--- config.mk ---
export PLATFORM = sky130hd
export DESIGN_NAME = leaf_user_bridge
export DESIGN_NICKNAME = d
export VERILOG_FILES = /design/src/rtl/leaf_user_bridge.sv
export SDC_FILE = /design/constraint.sdc
export NUM_CORES = 1
export LEC_CHECK = 0
export ABC_AREA = 1
export BUFFER_PORTS_ARGS = -buffer_cell sky130_fd_sc_hd__buf_2
export CAP_MARGIN = 20
export CORE_AREA = 2 2 240 242
export DETAILED_ROUTE_END_ITERATION = 8
export DIE_AREA = 0 0 242 244
export PLACE_DENSITY = 0.79
export SKIP_LAST_GASP = 1
export SLEW_MARGIN = 30
export SYNTH_ARGS = -nofsm -noshare
export SYNTH_HDL_FRONTEND = slang
export SYNTH_SLANG_ARGS = --single-unit
--- constraint.sdc ---
create_clock -name clk -period 3.44 [get_ports clk]
set_clock_uncertainty 0.15 [all_clocks]
set_input_delay 0.688 -clock clk [delete_from_list [all_inputs] [get_ports clk]]
set_output_delay 0.688 -clock clk [all_outputs]
set_load 0.05 [all_outputs]
--- src/rtl/leaf_user_bridge.sv ---
// Buffered vld/ack bridge between BFT leaf user streams and one HLS operator, plus run controller.
// Optional: define BRIDGE_WORD_CNT_EN to add per-output-channel word counters on port word_cnt.
module leaf_user_bridge_fifo #(
  parameter int W   = 32,
  parameter int DL2 = 2
) (
  input  logic         clk,
  input  logic         reset_n,
  input  logic [W-1:0] din,
  input  logic         vld_in,
  output logic         ack_in,
  output logic [W-1:0] dout,
  output logic         vld_out,
  input  logic         ack_out
);
  localparam int unsigned DEPTH = 1 << DL2;

  logic [W-1:0]   mem_q [DEPTH];
  logic [DL2-1:0] wr_q, rd_q;
  logic [DL2:0]   cnt_q;
  logic           wr, rd;

  // occupancy tops out at exactly DEPTH, so its MSB alone flags full
  assign ack_in  = ~cnt_q[DL2];
  assign vld_out = (cnt_q != '0);
  assign dout    = vld_out ? mem_q[rd_q] : '0;
  assign wr      = vld_in & ack_in;
  assign rd      = vld_out & ack_out;

  always_ff @(posedge clk) begin
    if (wr) mem_q[wr_q] <= din;
  end

  always_ff @(posedge clk or negedge reset_n) begin
    if (!reset_n) begin
      wr_q  <= '0;
      rd_q  <= '0;
      cnt_q <= '0;
    end else begin
      if (wr) wr_q <= wr_q + 1'b1;
      if (rd) rd_q <= rd_q + 1'b1;
      case ({wr, rd})
        2'b10:   cnt_q <= cnt_q + 1'b1;
        2'b01:   cnt_q <= cnt_q - 1'b1;
        default: cnt_q <= cnt_q;
      endcase
    end
  end
endmodule

module leaf_user_bridge #(
  parameter int PAYLOAD_BITS = 32,
  parameter int N_IN         = 2,
  parameter int N_OUT        = 4,
  parameter int DEPTH_LOG2   = 2
) (
  input  logic                          clk,
  input  logic                          reset_n,
  input  logic                          start,
  output logic                          busy,
  output logic                          done,
  output logic                          op_start,
  input  logic                          op_done,
  input  logic [N_IN*PAYLOAD_BITS-1:0]  din_if,
  input  logic [N_IN-1:0]               vld_if,
  output logic [N_IN-1:0]               ack_if,
  output logic [N_IN*PAYLOAD_BITS-1:0]  dout_op,
  output logic [N_IN-1:0]               vld_op,
  input  logic [N_IN-1:0]               ack_op,
  input  logic [N_OUT*PAYLOAD_BITS-1:0] din_op,
  input  logic [N_OUT-1:0]              vld_opo,
  output logic [N_OUT-1:0]              ack_opo,
  output logic [N_OUT*PAYLOAD_BITS-1:0] dout_if,
  output logic [N_OUT-1:0]              vld_ifo,
  input  logic [N_OUT-1:0]              ack_ifo
`ifdef BRIDGE_WORD_CNT_EN
  ,
  output logic [N_OUT*32-1:0]           word_cnt
`endif
);
  typedef enum logic [1:0] {S_IDLE, S_RUN, S_DRAIN, S_DONE} state_e;

  state_e state_q;
  logic   op_start_q, busy_q, done_q;
  logic   run_entry;
  logic   outs_empty;

  for (genvar k = 0; k < N_IN; k++) begin : g_in
    leaf_user_bridge_fifo #(.W(PAYLOAD_BITS), .DL2(DEPTH_LOG2)) u_fifo (
      .clk     (clk),
      .reset_n (reset_n),
      .din     (din_if[k*PAYLOAD_BITS +: PAYLOAD_BITS]),
      .vld_in  (vld_if[k]),
      .ack_in  (ack_if[k]),
      .dout    (dout_op[k*PAYLOAD_BITS +: PAYLOAD_BITS]),
      .vld_out (vld_op[k]),
      .ack_out (ack_op[k])
    );
  end

  for (genvar k = 0; k < N_OUT; k++) begin : g_out
    leaf_user_bridge_fifo #(.W(PAYLOAD_BITS), .DL2(DEPTH_LOG2)) u_fifo (
      .clk     (clk),
      .reset_n (reset_n),
      .din     (din_op[k*PAYLOAD_BITS +: PAYLOAD_BITS]),
      .vld_in  (vld_opo[k]),
      .ack_in  (ack_opo[k]),
      .dout    (dout_if[k*PAYLOAD_BITS +: PAYLOAD_BITS]),
      .vld_out (vld_ifo[k]),
      .ack_out (ack_ifo[k])
    );
  end

  assign run_entry  = (state_q == S_IDLE) && start;
  assign outs_empty = ~|vld_ifo;

  always_ff @(posedge clk or negedge reset_n) begin
    if (!reset_n) begin
      state_q    <= S_IDLE;
      op_start_q <= 1'b0;
      busy_q     <= 1'b0;
      done_q     <= 1'b0;
    end else begin
      case (state_q)
        S_IDLE: if (start) begin
          state_q    <= S_RUN;
          op_start_q <= 1'b1;
          busy_q     <= 1'b1;
        end
        S_RUN: if (op_done) begin
          state_q    <= S_DRAIN;
          op_start_q <= 1'b0;
        end
        S_DRAIN: if (outs_empty) begin
          state_q <= S_DONE;
          busy_q  <= 1'b0;
          done_q  <= 1'b1;
        end
        default: begin
          state_q <= S_IDLE;
          done_q  <= 1'b0;
        end
      endcase
    end
  end

  assign op_start = op_start_q;
  assign busy     = busy_q;
  assign done     = done_q;

`ifdef BRIDGE_WORD_CNT_EN
  logic [31:0] wcnt_q [N_OUT];

  always_ff @(posedge clk or negedge reset_n) begin
    if (!reset_n) begin
      for (int unsigned k = 0; k < N_OUT; k++) wcnt_q[k] <= '0;
    end else begin
      for (int unsigned k = 0; k < N_OUT; k++) begin
        if (run_entry)
          wcnt_q[k] <= '0;
        else if (vld_ifo[k] && ack_ifo[k] && (wcnt_q[k] != '1))
          wcnt_q[k] <= wcnt_q[k] + 1'b1;
      end
    end
  end

  for (genvar k = 0; k < N_OUT; k++) begin : g_cnt
    assign word_cnt[k*32 +: 32] = wcnt_q[k];
  end
`endif
endmodule

* Word-level counts from Yosys, hierarchy flattened
Memory sizes are Yosys's and may differ from the RTL's.
Cells that the tools add are included.
** Word-level totals
- Bits of input ports :: 208
- RAM bits :: 768
- Register bits :: 47
- Memories :: 6
- Output and inout port bits :: 207
** Memories
- g_in[0].u_fifo.mem_q :: words 4, width 32, rd ports 1, clocked after Yosys merged registers in 0, write ports 1, RTL line 18 : logic [W-1:0] mem_q [DEPTH];
- g_in[1].u_fifo.mem_q :: words 4, width 32, rd ports 1, clocked after Yosys merged registers in 0, write ports 1, RTL line 18
- g_out[0].u_fifo.mem_q :: words 4, width 32, rd ports 1, clocked after Yosys merged registers in 0, write ports 1, RTL line 18
- g_out[1].u_fifo.mem_q :: words 4, width 32, rd ports 1, clocked after Yosys merged registers in 0, write ports 1, RTL line 18
- g_out[2].u_fifo.mem_q :: words 4, width 32, rd ports 1, clocked after Yosys merged registers in 0, write ports 1, RTL line 18
- g_out[3].u_fifo.mem_q :: words 4, width 32, rd ports 1, clocked after Yosys merged registers in 0, write ports 1, RTL line 18
** Operators by class
- $add $sub $neg :: 24
- Reductions and logical operators :: 21
- Bitwise gates (word level) :: 19
- Mux-type cells :: 35
- Eq/ne operators :: 17
** Operators with widths (count)
- 32-bit two-way mux :: 6
- 3-bit case mux with 2 select lines :: 6
- 2-bit by 1-bit adder with 2-bit output (second input constant) :: 12
- 3-bit by 1-bit adder with 3-bit output (second input constant) :: 6
- 3-bit nonzero test :: 6
- 3-bit by 1-bit subtractor with 3-bit output (second input constant) :: 6
- 1-bit two-way mux :: 16
- 2-bit nonzero test :: 8
- 2-bit by 1-bit == test with 1-bit output (second input constant) :: 7
- 2-bit == test (second input constant) :: 7
- 1-bit AND :: 12
- 3-bit AND reduction :: 3
- 1-bit inverter :: 7
- 2-bit two-way mux :: 3
- 2-bit != test (second input constant) :: 3
- 1-bit case mux with 2 select lines :: 3
- 2-bit case mux with 3 select lines :: 1
- 4-bit OR reduction :: 1
- 2-bit zero test :: 1
- 2-bit AND reduction :: 1
- 2-bit OR reduction :: 1

* Depth between registers and ports, before layout
Gate-level depths: netlist of the first run.
- Depth after elaboration :: 4
- Mapped depth :: 10
- Gate-level depth less buffers :: 10

* By module
Synthesis of the first run repeated with hierarchy kept, for this count alone.
** Second synthesis, totals
- Cells, all modules :: 3396
- Area, all modules :: 35566.6 µm²
** By module, submodules not included
- leaf_user_bridge_fifo at g_in[0].u_fifo ... :: area each 5874.4 µm², times used 5, sequential area each 4018.9 µm², cells each 558
- leaf_user_bridge_fifo at g_in[1].u_fifo :: area each 5869.4 µm², times used 1, sequential area each 4018.9 µm², cells each 558
- leaf_user_bridge :: area each 325.3 µm², times used 1, sequential area each 125.1 µm², cells each 48

* Worst setup path before layout of the first run
Ideal clock, no wire load.
- Path kind :: in2reg
- Start point :: input vld_opo[2]
- End point :: memory g_out[2].u_fifo.mem_q[0][0], enable pin
- Buffers on the path :: 0
- Required time :: 2.869 ns
- Data arrival time :: 2.224 ns
- Cell stages on the path :: 2
- Setup slack :: 0.645 ns
- Path through :: nand2_1 nor2_1
** Between the ends
- Longest elaborated chain between the ends :: 3
** RTL lines
- start: declaration :: RTL line 71 : input logic [N_OUT-1:0] vld_opo,
- 1-bit AND :: RTL line 27 : assign wr = vld_in & ack_in;
- 1-bit two-way mux :: RTL line 31 : if (wr) mem_q[wr_q] <= din;
- 1-bit two-way mux (not written as such) :: RTL line 31
- end: declaration :: RTL line 18
No other way between the ends.

* Worst setup path after layout of the first run
- Start point :: register g_out[2].u_fifo.rd_q[0]
- End point :: output dout_if[78]
** Between the ends
- Longest elaborated chain between the ends :: 2
** RTL lines
- start: declaration :: RTL line 19 : logic [DL2-1:0] wr_q, rd_q;
- start signal: assignment :: RTL line 41 : if (rd) rd_q <= rd_q + 1'b1;
- memory 4 x 32 bit
- 32-bit two-way mux :: RTL line 26 : assign dout = vld_out ? mem_q[rd_q] : '0;
- end: declaration :: RTL line 73 : output logic [N_OUT*PAYLOAD_BITS-1:0] dout_if,
No other way between the ends.

==> flow_metrics.py, run 1 <==
metrics = {
    "yosys": {
        "synth_seq_cells": 815,
        "yosysSeqAreaShare_pct": 74.6,
        "netlist_area_sq_um": 32500,
        "syn_inst": 2584,
        "syn_area_per_cell_sq_um": 12.6,
        "syn_nets": 2832,
        "ys_warn_count": 0,
        "synth_cell_types": 24,
    },
    "clock_tree": {
        "cts_max_level": 3,
        "cts_tree": "yes",
        "clock_latency_ns": 0.62,
        "root_buffer": "clkbuf_16",
        "cts_sinks": 815,
        "path_clk_slew_ns": 0.06,
        "numCtsBuffers": 81,
        "cts_buffer_depth": 3,
    },
    "final_layout": {
        "layout.nets": 3241,
        "multi_input_area_sq_um": 7160,
        "regArea_sq_um": 24200,
        "n_fill_cell": 3762,
        "final_core_util_pct": 67.8,
        "mostFrequentLayoutCell": "nor2_1",
        "syn_to_final_growth_pct": 17.3,
        "final_cell_mix": "nor2_1, edfxtp_1, buf_2, o21ai_0, a21oi_1",
        "drive_gt1_share_pct": 20.8,
    },
    "place": {
        "hpwlAfterDp_um": 44900,
        "globalplace.congestion": 0.822,
        "portBuffers": 414,
    },
    "global_route": {
        "antenna_found_initial": 19,
        "grt_pass1_wl_um": 116000,
        "globalRouteOverflowTotal": 0,
        "first_global_vias": 21500,
        "track_usage_pct": 25.1,
        "grt_max_degree": 67,
    },
    "critical_path": {
        "ff2ff_path_depth": 8,
        "r2r-end": "g_out[1].u_fifo.cnt_q[1]$_DFFE_PN0P_",
        "cp_slowest_cell": "dfrtp_2",
        "cp_cell_sequence": "inv_2, buf_4, o21ai_0, a21oi_1, buf_2",
        "worst_ep_arrival_time_ns": 2.48,
        "crit_type": "reg2out",
        "r2r_setup_slack_ns": 0.86,
        "cp_max_fo": 22,
        "worstReg2RegStart": "g_out[1].u_fifo.cnt_q[0]$_DFFE_PN0P_",
        "end_kind": "primary output",
        "max_stage_delay_ns": 0.55,
        "worstPathRequired_ns": 2.60,
        "worstSetupStartpointType": "register",
    },
    "detailed_routing": {
        "drt-initial-drc-count": 2062,
        "first_pass_iters": 6,
        "ant_nets": 0,
        "wl_met2_um": 37800,
        "vias": 21300,
        "drt-met1-wl_um": 28400,
        "drcViolationCount": 0,
        "wl_um": 75300,
        "route.met3.wl_um": 6920,
        "top_layer_used": "met5",
        "detail_route.wl_per_cell_um": 19.7,
        "vias_per_cell": 5.55,
    },
    "min_path": {
        "min_to": "g_in[1].u_fifo.mem_q[1][17]$_DFFE_PP_",
        "hold_class": "in2reg",
        "hold_depth": 1,
        "worstHoldStart": "din_if[49]",
    },
    "floorplanning": {
        "initial_core_util_pct": 57.8,
        "rows": 87,
        "coreArea_sq_um": 56200,
        "die_h_um": 244,
        "io_pins": 415,
        "die_w_um": 242,
        "design.die.area_sq_um": 59000,
    },
    "timing": {
        "rsz0062_at_grt": "true",
        "slew_violations": 0,
        "hold_viol": 0,
        "fin_crit_sh_pct": 96.6,
        "period_minus_slack_ns": 3.32,
        "setup_viol_count_final": 0,
        "max_slew.worst_pin.slew_ns": 0.726,
        "fmax_ghz": 0.301,
        "maxSlewHeadroom_pct": 51.6,
    },
    "outcome": {
        "status": "complete, no violations",
    },
    "run": {
        "max_cap_viol_count": 0,
    },
}
-- layout make-up --
class	count	area share, %
clock buffer	102	5.64
antenna	13	0.0854
tap	756	2.48
timing repair buffer	476	6.98
sequential	815	63.6
clock inverter	46	1.47
inverter	91	0.900
multi-input combinational	1528	18.8
-- how the worst max path moves through the flow --
stage | start | slack [ns] | endpoint | cells past startpoint
final | g_out[2].u_fifo.rd_q[0]$_DFFE_PN0P_ | 0.12 | dout_if[78] | 5
after CTS | g_out[3].u_fifo.rd_q[0]$_DFFE_PN0P_ | 0.03 | dout_if[124] | 5
after detailed placement | g_in[1].u_fifo.rd_q[0]$_DFFE_PN0P_ | 0.61 | dout_op[39] | 5
after global routing | g_out[2].u_fifo.rd_q[0]$_DFFE_PN0P_ | -0.01 | dout_if[78] | 5
after floorplan | vld_opo[2] | 0.65 | g_out[2].u_fifo.mem_q[0][0]$_DFFE_PP_ | 2
after global placement | g_out[3].u_fifo.rd_q[0]$_DFFE_PN0P_ | 0.74 | dout_if[126] | 6
-- cells in the mapped netlist, drive strengths merged --
| library cell | instances | area (sq um) |
|---|---|---|
| o21ai | 397 | 1990 |
| xnor2 | 6 | 52.6 |
| edfxtp | 768 | 23100 |
| xor2 | 24 | 210 |
| clkinv | 2 | 7.51 |
| clkbuf | 56 | 210 |
| nand2 | 35 | 131 |
| a21oi | 206 | 1030 |
| ha | 34 | 425 |
| or2 | 1 | 6.26 |
| nand3 | 5 | 25.0 |
| nor3 | 2 | 32.5 |
| dfrtp | 47 | 1180 |
| fa | 6 | 120 |
| nor2 | 811 | 3050 |
| inv | 89 | 334 |
| buf | 94 | 603 |
| nand3b | 1 | 7.51 |
-- through the flow --
stage               hold WS [ns]  cells  setup slack (ns)  area, sq um  setup TNS [ns]
finish                     0.120   3827             0.119        38100               0
global route               0.106   3820          -0.00955        38100         -0.0107
CTS                       0.0900   3814            0.0293        38100               0
detailed placement         0.317   3665             0.612        35300               0
global placement           0.310   3665             0.744        35300               0
floorplan                  0.242   2584             0.645        32500               0
-- sequential cells by signal, summed over array words and instances (netlist names) --
name / flops
g_in.u_fifo.cnt_q: 6
g_out.u_fifo.mem_q: 512
g_out.u_fifo.rd_q: 8
busy: 1
g_out.u_fifo.wr_q: 8
op_start: 1
state_q: 2
g_in.u_fifo.mem_q: 256
g_out.u_fifo.cnt_q: 12
g_in.u_fifo.rd_q: 4
g_in.u_fifo.wr_q: 4
done: 1
-- critical path, delay by kind of cell, from the launching register on --
family	cells	cell delay, ns
buf+inv	3	0.94
compound gates	2	0.38
flops	1	0.55
-- cell families after synthesis --
logic type / Yosys count / synth area share [%]
and+or+nand+nor: 855 / 10.0
DFF: 815 / 74.6
AOI/OAI and AO/OA: 603 / 9.29
buffers and inverters: 241 / 3.56
adders and majority gates: 40 / 1.68
xor gates and xnor gates: 30 / 0.809
-- timing repair --
item | 4_1_cts | 5_1_grt
endpoints found under the hold margin | 40 | 0
resized for setup | 1 | 4
hold buffers | 1 | 0
buffers inserted | 0 | 0
setup endpoints to repair | 6 | 28
-- layer usage --
| metal | global-route usage, % | up-vias |
|---|---|---|
| met5 | 0 | - |
| met4 | 8.99 | 16 |
| met3 | 6.26 | 162 |
| met2 | 42.5 | 920 |
| met1 | 31.6 | 10300 |
| li1 | - | 9858 |
Power of run 1 is not shown: default switching activity piles up to over one toggle a cycle in this logic, so the estimate is an artifact.
==> inputs of run 2 (changes only) <==
CORE_AREA = 2 2 249 251   (was 2 2 240 242)
DIE_AREA = 0 0 251 253   (was 0 0 242 244)
PLACE_DENSITY = 0.8   (was 0.79)
SYNTH_HIERARCHICAL = 1   (was default)
==> flow_metrics.py, run 2 <==
metrics = {
    "critical_path": {
        "crit_path_start": "g_in[1].u_fifo/rd_q[0]$_DFFE_PN0P_",
        "cp_cell_sequence": "inv_2, buf_4, nand2_1, nand3_1, a21oi_1, buf_2",
        "worstPathRequired_ns": 2.60,
        "end_kind": "primary output",
        "cp_max_fo": 47,
        "worstSetupStartpointType": "register",
        "crit_type": "reg2out",
        "crit_cells": 6,
        "worstReg2RegStart": "g_out[3].u_fifo/cnt_q[2]$_DFFE_PN0P_",
        "critPathTopFamily": "buffers and inverters",
        "cp.buffers_inverters": 3,
        "r2r-end": "g_out[3].u_fifo/mem_q[0][24]$_DFFE_PP_",
        "worst_ep_arrival_time_ns": 2.43,
        "r2r_setup_slack_ns": 1.27,
        "cp_slowest_cell": "inv_2",
        "max_stage_delay_ns": 0.61,
        "endpoint": "dout_op[35]",
        "ff2ff_path_depth": 4,
    },
    "detailed_routing": {
        "drcViolationCount": 0,
        "first_pass_iters": 6,
        "vias": 24100,
        "detail_route.wl_per_cell_um": 16.8,
        "wl_um": 78700,
        "vias_per_cell": 5.15,
        "drt-initial-drc-count": 1958,
        "ant_nets": 0,
    },
    "power_and_ir_drop": {
        "power.share.sequential_pct": 31.8,
        "p_leak_nw": 18.2,
        "p_int_mw": 22.2,
        "vdd_drop_max_uv": 1010,
        "switching_share_pct": 46.5,
        "p_clk_share_pct": 21.1,
        "power_frac_comb_pct": 47.1,
        "p_switching_mw": 19.3,
        "power_density_nw_per_um2": 1010,
        "total_power_mw": 41.6,
    },
    "floorplanning": {
        "die_w_um": 251,
        "design.die.area_sq_um": 63500,
        "coreArea_sq_um": 61000,
        "initial_core_util_pct": 58.3,
        "io_pins": 415,
        "rows": 91,
        "die_h_um": 253,
    },
    "clock_tree": {
        "cts_max_level": 3,
        "cts_tree": "yes",
        "numCtsBuffers": 80,
        "path_clk_slew_ns": 0.06,
        "cts_buffer_depth": 3,
        "cts_resized": 0,
        "clock_latency_ns": 0.62,
        "cts_sinks": 815,
        "root_buffer": "clkbuf_16",
    },
    "timing": {
        "max_slew.worst_pin.slew_ns": 0.839,
        "slew_violations": 0,
        "rsz0062_at_grt": "false",
        "hold_viol": 0,
        "period_minus_slack_ns": 3.27,
        "maxSlewHeadroom_pct": 44.0,
        "fin_crit_sh_pct": 95.1,
        "setup_ws_ns": 0.167,
        "tns_ns": 0,
        "whs_ns": 0.129,
        "setup_viol_count_final": 0,
        "fmax_ghz": 0.306,
    },
    "place": {
        "dpl_worst_slack_ns": 0.845,
        "dpl_cell_area_sq_um": 38400,
        "hpwlAfterDp_um": 47100,
        "placedCellCount": 4511,
        "portBuffers": 414,
        "globalplace.congestion": 0.791,
    },
    "yosys": {
        "synth_cell_types": 24,
        "netlist_area_sq_um": 35600,
        "syn_inst": 3396,
        "synthTopCellsByCount": "nand2_1, edfxtp_1, inv_1",
        "synth_seq_cells": 815,
        "synth_flop_cell": "edfxtp_1",
        "synth_area_leaders": "edfxtp_1, nand2_1, inv_1",
        "ys_warn_count": 6,
        "synth_top_area_share_pct": 64.8,
        "yosysTopAreaCell": "edfxtp_1",
        "async_flop_share_pct": 5.77,
        "synth.most_common_cell": "nand2_1",
        "synth_edf_count": 768,
        "syn_area_per_cell_sq_um": 10.5,
        "yosysSeqAreaShare_pct": 68.1,
        "syn_nets": 3643,
    },
    "run": {
        "max_cap_viol_count": 0,
    },
    "final_layout": {
        "drive_gt1_share_pct": 18.1,
        "final_core_util_pct": 67.4,
        "mostFrequentLayoutCell": "nand2_1",
        "layout.nets": 4051,
        "top_register": "g_out.u_fifo/mem_q",
        "final_cell_mix": "nand2_1, edfxtp_1, inv_1, buf_2, nand3_1",
        "stdcell_area_sq_um": 41100,
        "final_cell_count_no_fill": 4680,
        "syn_to_final_growth_pct": 15.6,
        "largest_reg_flops": 512,
        "top_regs": "g_out.u_fifo/mem_q x512, g_in.u_fifo/mem_q x256, g_out.u_fifo/cnt_q x12",
    },
    "global_route": {
        "antenna_found_initial": 29,
        "track_usage_pct": 24.2,
        "grt_max_degree": 67,
        "globalRouteOverflowTotal": 0,
        "grt_pass1_wl_um": 120000,
        "first_global_vias": 23300,
    },
    "outcome": {
        "status": "complete, no violations",
    },
    "min_path": {
        "hold_class": "in2reg",
    },
}
-- run 2: cell count changes after synthesis, moves of 67 or more --
cell / change
nand2_1: +814
nor2_1: -773
inv_1: +536
nand3_1: +395
o21ai_0: -254
clkinv_1: +166
o21ai_1: -130
inv_2: +67
-- run 2: what timing repair did --
| action | in CTS | in global routing |
|---|---|---|
| hold buffers | 1 | 0 |
| hold endpoints to repair | 33 | 0 |
| buffers inserted | 0 | 0 |
-- run 2: area by class of cell --
cell class	instances	area, sq um
repair buffers	470	2580
fillers	4180	19900
inverters	872	3290
flip-flops and latches	815	24200
well taps	790	988
diodes	24	60.1
multi-input cells	1565	7330
clock inverters	40	489
clock buffers	104	2140
-- run 2: power groups by stage --
stage / clock, mW / combinational, mW / sequential [mW]
2_1_floorplan: 0 / 14.8 / 13.4
3_3_place_gp: 0 / 19.1 / 13.4
3_5_place_dp: 0 / 19.4 / 13.4
4_1_cts: 8.90 / 19.6 / 13.2
5_1_grt: 9.28 / 20.9 / 13.4
6_report: 8.75 / 19.6 / 13.2
-- run 2: how the worst min path moves through the flow --
stage | end | from | cells past startpoint | slack (ns)
3_5_place_dp | busy$_DFFE_PN0P_ | busy$_DFFE_PN0P_ | 2 | 0.33
4_1_cts | g_out[0].u_fifo/mem_q[1][5]$_DFFE_PP_ | din_op[5] | 1 | 0.08
5_1_grt | g_in[0].u_fifo/mem_q[2][21]$_DFFE_PP_ | din_if[21] | 1 | 0.10
3_3_place_gp | busy$_DFFE_PN0P_ | busy$_DFFE_PN0P_ | 2 | 0.31
2_1_floorplan | busy$_DFFE_PN0P_ | reset_n | 0 | 0.24
6_report | g_out[3].u_fifo/mem_q[3][2]$_DFFE_PP_ | din_op[98] | 1 | 0.13
-- run 2: cells by family (layout without fill, tap and decap cells) --
| group | after synthesis | after routing | share of synthesized area (%) |
|---|---|---|---|
| AND/OR/NAND/NOR | 1297 | 1297 | 15.2 |
| other | 0 | 24 | 0 |
| AO/OA/AOI/OAI | 211 | 211 | 2.97 |
| XOR/XNOR | 18 | 18 | 0.443 |
| flip-flops | 815 | 815 | 68.1 |
| adder cells (fa/ha/maj) | 39 | 39 | 1.50 |
| buffers and inverters | 1016 | 1486 | 11.7 |
-- run 2: per-layer routing --
layer / vias up / wire length [um] / global-route usage (%)
li1: 11600 / - / -
met2: 1001 / 39600 / 41.1
met3: 175 / 6500 / 5.69
met5: - / 147 / 0
met4: 22 / 2750 / 11.1
met1: 11300 / 29700 / 29.4
No activity file was read; power rests on OpenSTA's default activity.
